`src/rtl/adder_arbiter.sv`:
```
// Two-requester round-robin front end sharing one ripple adder, with a single-entry result register.
// Subtraction is compiled in only when ADDER_ARBITER_SUB_EN is defined.
module adder_arbiter #(
    parameter int unsigned WIDTH = 32
) (
    input  logic             clk,
    input  logic             rst_n,
    input  logic             req0_valid,
    input  logic             req1_valid,
    output logic             req0_ready,
    output logic             req1_ready,
    input  logic [WIDTH-1:0] req0_x,
    input  logic [WIDTH-1:0] req0_y,
    input  logic [WIDTH-1:0] req1_x,
    input  logic [WIDTH-1:0] req1_y,
    input  logic             req0_sub,
    input  logic             req1_sub,
    output logic             rsp_valid,
    input  logic             rsp_ready,
    output logic [WIDTH-1:0] rsp_sum,
    output logic             rsp_cout,
    output logic             rsp_ovf,
    output logic             rsp_id
);

    localparam int unsigned MSB = WIDTH - 1;
    localparam logic [0:0] EMPTY = 1'b0;
    localparam logic [0:0] FULL  = 1'b1;

    logic [0:0]       state_q, state_d;
    logic             last_q;
    logic             slot_free, gnt0, gnt1, accept;
    logic [WIDTH-1:0] op_x, op_y, op_yp, sum;
    logic [WIDTH:0]   carry;
    logic             sub;

    // Grant logic: last_q=1 means requester 1 won most recently, so requester 0 wins a tie.
    always_comb begin
        slot_free = rst_n & ((state_q == EMPTY) | rsp_ready);
        gnt0      = slot_free & req0_valid & (~req1_valid | last_q);
        gnt1      = slot_free & req1_valid & (~req0_valid | ~last_q);
        accept    = gnt0 | gnt1;
    end

    assign req0_ready = gnt0;
    assign req1_ready = gnt1;

`ifdef ADDER_ARBITER_SUB_EN
    assign sub = gnt1 ? req1_sub : req0_sub;
`else
    logic unused_sub;
    assign unused_sub = req0_sub ^ req1_sub;
    assign sub = 1'b0;
`endif

    // Shared ripple adder; subtraction is x + ~y + 1.
    always_comb begin
        op_x     = gnt1 ? req1_x : req0_x;
        op_y     = gnt1 ? req1_y : req0_y;
        op_yp    = op_y ^ {WIDTH{sub}};
        carry    = '0;
        sum      = '0;
        carry[0] = sub;
        for (int i = 0; i < int'(WIDTH); i++) begin
            sum[i]     = op_x[i] ^ op_yp[i] ^ carry[i];
            carry[i+1] = (op_x[i] & op_yp[i]) | (carry[i] & (op_x[i] ^ op_yp[i]));
        end
    end

    // Result-slot FSM next state.
    always_comb begin
        state_d = state_q;
        case (state_q)
            EMPTY:   if (accept) state_d = FULL;
            FULL:    if (rsp_ready && !accept) state_d = EMPTY;
            default: state_d = EMPTY;
        endcase
    end

    always_ff @(posedge clk or negedge rst_n) begin
        if (!rst_n) begin
            state_q <= EMPTY;
        end else begin
            state_q <= state_d;
        end
    end

    // Result register and round-robin pointer, loaded only on acceptance.
    always_ff @(posedge clk or negedge rst_n) begin
        if (!rst_n) begin
            last_q   <= 1'b1;
            rsp_sum  <= '0;
            rsp_cout <= 1'b0;
            rsp_ovf  <= 1'b0;
            rsp_id   <= 1'b0;
        end else if (accept) begin
            last_q   <= gnt1;
            rsp_sum  <= sum;
            rsp_cout <= carry[WIDTH];
            rsp_ovf  <= (op_x[MSB] == op_yp[MSB]) & (sum[MSB] != op_x[MSB]);
            rsp_id   <= gnt1;
        end
    end

    assign rsp_valid = (state_q == FULL);

endmodule

```
`config.mk`:
```
export PLATFORM = sky130hd
export DESIGN_NAME = adder_arbiter
export DESIGN_NICKNAME = d
export VERILOG_FILES = /design/src/rtl/adder_arbiter.sv
export SDC_FILE = /design/constraint.sdc
export NUM_CORES = 1
export LEC_CHECK = 0
export CORE_ASPECT_RATIO = 1.1
export CORE_MARGIN = 2
export CORE_UTILIZATION = 35
export CTS_CLUSTER_DIAMETER = 40
export DETAILED_ROUTE_END_ITERATION = 16
export GPL_TIMING_DRIVEN = 1
export PLACE_DENSITY = 0.74
export SLEW_MARGIN = 10
export SYNTH_ARGS = -nofsm -noshare
export SYNTH_HDL_FRONTEND = slang
export SYNTH_SLANG_ARGS = --single-unit
```
`constraint.sdc`:
```
create_clock -name clk -period 41.2 [get_ports clk]
set_clock_uncertainty 0.1 [all_clocks]
set_input_delay 12.36 -clock clk [delete_from_list [all_inputs] [get_ports clk]]
set_output_delay 12.36 -clock clk [all_outputs]
set_load 0.03 [all_outputs]
```
==> impl_metrics.py, run 1 <==
metrics = {
    "status": {
        "outcome": "finished clean",
    },
    "pwr": {
        "ir_worst_vdd_uv": 18.2,
        "power.leakage_nw": 2.20,
        "power_w": 0.000182,
        "powerDensity_nw_per_um2": 39.3,
    },
    "detailed_routing": {
        "first_pass_iters": 2,
        "vias_per_cell": 4.55,
        "drcViolationCount": 0,
        "vias": 2313,
        "drtAntennaViolNets": 0,
        "drtIter0Drc": 32,
        "drt_wl_total_microns": 6990,
        "routedWlPerCell_microns": 13.8,
    },
    "timing": {
        "holdWs_ns": 0.376,
        "maxSlewViolCount": 0,
        "min_period_over_period": 0.701,
        "finalHoldViolCount": 0,
        "slew-limit-headroom": 0.365,
        "fin_setup_tns_ns": 0,
        "finalCriticalPeriod_ns": 28.90,
        "setup_violations": 0,
        "max_freq_mhz": 34.6,
        "worstMarginPinSlew_ns": 0.952,
        "rsz0062_at_grt": "no",
    },
    "synthesis": {
        "ys_ff_latch": 37,
        "synth_most_common_cell": "mux2i_1",
        "synth.area.top_cells": "dfrtp_1 33%, fa_1 23%, mux2i_1 21%",
        "synth-compound-area-share": 0.0772,
        "muxShareOfSynthArea": 0.244,
        "synth_xor_area_frac": 0,
        "synth_area_leader_cell": "dfrtp_1",
        "synth_fa_ha_area_frac": 0.234,
        "ys_types": 24,
        "synth_simple_gate_area_frac": 0.0586,
        "synth_top_family_by_area": "multiplexers",
        "synthTopCellsByCount": "58 x mux2i_1, 36 x dfrtp_1, 35 x nand2_1, 31 x fa_1, 30 x o21ai_0",
        "synth_nets": 406,
        "yosysTopAreaCellShare": 0.327,
        "synth.yosys.seq_area_share": 0.337,
        "synth-edff-count": 0,
        "synth_cells": 238,
        "async_flop_share": 1.00,
        "synth_area_per_cell_sq_um": 11.6,
        "synth_area_sq_um": 2750,
        "synthFlopType": "dfrtp_1",
        "yosysWarnings": 0,
    },
    "setup_path": {
        "setup.worst_path.start_class": "input port",
        "r2r_start": "rsp_valid$_DFF_PN0_",
        "worstPathRequired_ns": 41.27,
        "r2r_slack_ns": 24.64,
        "r2r_end": "rsp_ovf$_DFFE_PN0P_",
        "crit_top_cell": "fa_1",
        "worstPathArrival_ns": 28.97,
        "startpoint": "rst_n",
        "endpoint_kind": "flip-flop",
        "crit_type": "input port to flip-flop",
        "critPathMaxStageDelay_ns": 0.71,
        "slowest_stage": "buf_2",
        "cp-endpoint": "rsp_ovf$_DFFE_PN0P_",
        "reg2regPathDepth": 42,
        "path_max_fanout": 43,
    },
    "placement": {
        "dpl.cell_count": 500,
        "dpl_cell_area_sq_um": 4510,
        "gp_congestion": 0.740,
        "dp_hpwl_microns": 5840,
        "io_buffer_count": 170,
    },
    "layout": {
        "ff_latch_area_sq_um": 927,
        "layout.nets": 570,
        "fin_area_sq_um": 4640,
        "fillers": 644,
        "synthToLayoutAreaGrowth_pct": 68.7,
        "stdcell_count": 508,
        "antenna_cells": 0,
        "drive_gt1_frac": 0.0546,
        "multi_input_area_sq_um": 1700,
    },
    "clock_tree": {
        "cts.clk_slew.worst_paths_ns": 0.08,
        "clk_latency_ns": 0.28,
        "hold_buffers": 0,
        "cts_max_level": 2,
        "post_cts_buffers": 0,
        "root_buffer": "clkbuf_8",
        "cts-buffers-inserted": 5,
        "post_cts_resized": 0,
        "cts_tree": "built",
        "clock_path_buffers": 2,
        "clock-sinks": 37,
    },
    "floorplan": {
        "die_w_microns": 88.6,
        "row_count": 33,
        "start_util": 0.364,
        "dieArea_sq_um": 8590,
        "core_area_sq_um": 7560,
        "io_pins": 173,
        "die_h_microns": 97.0,
    },
    "global_routing": {
        "track_usage": 0.163,
        "antenna_found_initial": 0,
        "grt_pass1_vias": 2401,
        "grt_max_degree": 66,
        "grt_first_pass_wirelength_microns": 11100,
        "overflow": 0,
    },
    "worst_hold_path": {
        "hold_path.class": "flip-flop to flip-flop",
    },
    "flow_run": {
        "maxCapViolCount": 0,
    },
}
worst min path at each step:
| stage | endpoint | slack (ns) | cells after the start | from |
|---|---|---|---|---|
| 6_report | last_q$_DFFE_PN1P_ | 0.38 | 2 | last_q$_DFFE_PN1P_ |
| 2_1_floorplan | last_q$_DFFE_PN1P_ | 0.35 | 2 | last_q$_DFFE_PN1P_ |
| 5_1_grt | last_q$_DFFE_PN1P_ | 0.40 | 2 | last_q$_DFFE_PN1P_ |
| 3_3_place_gp | rsp_sum[18]$_DFFE_PN0P_ | 0.36 | 2 | rsp_sum[18]$_DFFE_PN0P_ |
| 4_1_cts | last_q$_DFFE_PN1P_ | 0.38 | 2 | last_q$_DFFE_PN1P_ |
| 3_5_place_dp | last_q$_DFFE_PN1P_ | 0.36 | 2 | last_q$_DFFE_PN1P_ |
cells in the final DEF, fill, tap and decap left out, types with 2 or more instances in the layout:
cell             count
fa_1                31
o2111ai_1            2
clkbuf_8             5
inv_1               10
dfrtp_1             36
buf_4                2
clkdlybuf4s50_1    169
ha_1                 2
bufinv_16            2
o21ai_0             30
mux2i_1             58
mux2_2               8
nand2_1             35
sequential cells by signal (all words and copies together), names as in the netlist:
register	count
rsp_valid	1
rsp_id	1
last_q	1
rsp_cout	1
rsp_ovf	1
rsp_sum	32
power by group:
| group | switching (W) | leakage [nW] | internal (W) | total, W |
|---|---|---|---|---|
| sequential | 0.00000578 | 0.453 | 0.0000477 | 0.0000535 |
| combinational | 0.0000481 | 1.68 | 0.0000437 | 0.0000918 |
| clock | 0.0000131 | 0.0681 | 0.0000241 | 0.0000371 |
final cells by class:
class | count | area share
inverters | 10 | 0.00808
well taps | 105 | 0.0283
multi-input cells | 176 | 0.367
repair buffers | 172 | 0.369
clock inverters | 3 | 0.0140
flip-flops and latches | 37 | 0.200
clock buffers | 5 | 0.0148
cells by family (layout without fill, tap and decap cells):
| group | count (synthesis) | after routing |
|---|---|---|
| flops | 37 | 37 |
| compound gates | 37 | 37 |
| simple gates | 40 | 40 |
| fa+ha+maj | 33 | 33 |
| mux | 66 | 66 |
| buf+inv | 25 | 190 |
stage by stage:
step	setup WS [ns]	util
2_1_floorplan	13.51	-
3_3_place_gp	11.81	0.597
3_5_place_dp	11.73	0.597
4_1_cts	12.01	0.615
5_1_grt	11.43	0.615
6_report	12.30	0.615
per-layer routing:
layer | vias to the layer above | global-route usage | part of all wire
met5 | - | 0 | 0
met4 | 0 | 0.0210 | 0.0027
met1 | 1071 | 0.190 | 0.38
met3 | 2 | 0.0580 | 0.097
li1 | 1139 | - | -
met2 | 101 | 0.292 | 0.52
critical path, delay by kind of cell:
family,cells,cell delay (ns)
muxes,1,0.38
buffers and inverters,6,1.12
adders and majority gates,32,14.20
and+or+nand+nor,2,0.63
AOI/OAI and AO/OA,1,0.26
Power figures use the tool's default switching activity.
==> run 2: changes to the inputs <==
- clock period: 41.2 -> 28.7 ns (I/O delays scaled with it)
==> impl_metrics.py, run 2 (same netlist as run 1, synthesis figures left out) <==
metrics = {
    "setup_path": {
        "setup.worst_path.start_class": "input port",
        "r2r_end": "rsp_ovf$_DFFE_PN0P_",
        "crit_type": "input port to flip-flop",
        "r2r_slack_ns": 12.09,
        "worstPathRequired_ns": 28.77,
        "endpoint_kind": "flip-flop",
        "r2r_start": "rsp_valid$_DFF_PN0_",
        "slowest_stage": "buf_2",
        "worstPathArrival_ns": 25.25,
        "critPathMaxStageDelay_ns": 0.70,
        "crit_top_cell": "fa_1",
        "reg2regPathDepth": 42,
        "path_max_fanout": 43,
    },
    "detailed_routing": {
        "drtIter0Drc": 35,
        "drtAntennaViolNets": 0,
        "drt_wl_total_microns": 7230,
        "first_pass_iters": 4,
        "drcViolationCount": 0,
        "routedWlPerCell_microns": 14.2,
        "vias": 2344,
        "vias_per_cell": 4.61,
    },
    "layout": {
        "drive_gt1_frac": 0.0496,
        "utilization": 0.609,
        "layout.cells.most_common": "clkdlybuf4s50_1",
        "largest-register": "rsp_sum",
        "synthToLayoutAreaGrowth_pct": 67.1,
        "largest_register_ffs": 32,
        "antenna_cells": 0,
        "layout.nets": 570,
        "final_cell_mix": "169 x clkdlybuf4s50_1, 58 x mux2i_1, 36 x dfrtp_1",
        "fillers": 659,
    },
    "clock_tree": {
        "root_buffer": "clkbuf_8",
        "cts_max_level": 2,
        "hold_buffers": 0,
        "cts_tree": "built",
        "cts.clk_slew.worst_paths_ns": 0.07,
        "clk_latency_ns": 0.28,
        "clock_path_buffers": 2,
        "cts-buffers-inserted": 5,
        "post_cts_resized": 0,
        "clock-sinks": 37,
        "post_cts_buffers": 0,
    },
    "worst_hold_path": {
        "min_to": "rsp_sum[14]$_DFFE_PN0P_",
        "min_from": "rsp_sum[14]$_DFFE_PN0P_",
        "hold_depth": 2,
        "hold_path.class": "flip-flop to flip-flop",
    },
    "global_routing": {
        "overflow": 0,
        "grt_max_degree": 66,
        "met3_usage": 0.0563,
        "grt_first_pass_wirelength_microns": 11500,
        "use_met1": 0.192,
        "track_usage": 0.172,
        "top_usage_layer": "met2",
        "grt_pass1_vias": 2531,
        "antenna_found_initial": 0,
        "use_met2": 0.310,
    },
    "timing": {
        "slew-limit-headroom": 0.376,
        "finalCriticalPeriod_ns": 25.18,
        "setup_violations": 0,
        "rsz0062_at_grt": "no",
        "max_freq_mhz": 39.7,
        "worstMarginPinSlew_ns": 0.937,
        "min_period_over_period": 0.877,
        "fin_setup_tns_ns": 0,
        "maxSlewViolCount": 0,
        "finalHoldViolCount": 0,
    },
    "pwr": {
        "powerDensity_nw_per_um2": 53.7,
        "ir_worst_vdd_uv": 23.0,
        "power.leakage_nw": 2.18,
    },
    "floorplan": {
        "row_count": 33,
        "die_h_microns": 97.0,
        "dieArea_sq_um": 8590,
        "core_area_sq_um": 7560,
        "die_w_microns": 88.6,
        "io_pins": 173,
        "start_util": 0.364,
    },
    "status": {
        "outcome": "finished clean",
    },
    "placement": {
        "dp_hpwl_microns": 5970,
        "io_buffer_count": 170,
        "gp_congestion": 0.733,
    },
    "flow_run": {
        "maxCapViolCount": 0,
    },
}
run 2: cell types whose count changed in the layout (fill, tap and decap cells not counted), sizes merged:
cell	previous run	this run
clkbuf	5	8
clkinv	1	0
bufinv	2	0
run 2: where the power goes:
| part | switching (W) | total (W) | internal, W |
|---|---|---|---|
| sequential | 0.00000846 | 0.0000770 | 0.0000686 |
| combinational | 0.0000697 | 0.000133 | 0.0000629 |
| clock | 0.0000180 | 0.0000376 | 0.0000196 |
| total | 0.0000962 | 0.000247 | 0.000151 |
run 2: how the worst max path moves through the flow:
stage | startpoint | to | slack (ns) | cells past startpoint
floorplan | rsp_ready | rsp_ovf$_DFFE_PN0P_ | 4.76 | 44
CTS | rst_n | rsp_ovf$_DFFE_PN0P_ | 3.26 | 42
finish | rst_n | rsp_ovf$_DFFE_PN0P_ | 3.52 | 42
global placement | rst_n | rsp_ovf$_DFFE_PN0P_ | 3.05 | 42
detailed placement | rst_n | rsp_ovf$_DFFE_PN0P_ | 2.97 | 42
global route | rst_n | rsp_ovf$_DFFE_PN0P_ | 2.67 | 42
run 2: area by class of cell:
class                      count  area, sq um  share of cell area
multi-input combinational    176         1700               0.370
sequential                    37          927               0.202
clock buffer                   8         90.1              0.0196
tap                          105          131              0.0286
inverter                      10         37.5             0.00816
timing repair buffer         172         1710               0.372
run 2: routing by layer:
layer / part of all wire / routed length (microns)
met3: 0.091 / 659
met1: 0.37 / 2690
met5: 0 / 0
met4: 0.010 / 74
met2: 0.53 / 3800
run 2: per-stage QoR:
step	power, W	cells	hold slack (ns)	worst slack [ns]	area (sq um)
final	0.000247	508	0.381	3.52	4600
after detailed placement	0.000213	500	0.368	2.97	4510
after global placement	0.000210	500	0.362	3.05	4510
after CTS	0.000252	508	0.382	3.26	4600
after floorplan	0.000149	238	0.353	4.76	2750
after global routing	0.000266	508	0.412	2.67	4600
run 2: critical path, delay by kind of cell:
family,cells,cell delay (ns)
AO/OA/AOI/OAI,1,0.26
adder cells (fa/ha/maj),32,14.22
buffers and inverters,6,1.11
multiplexers,1,0.38
AND/OR/NAND/NOR,2,0.62
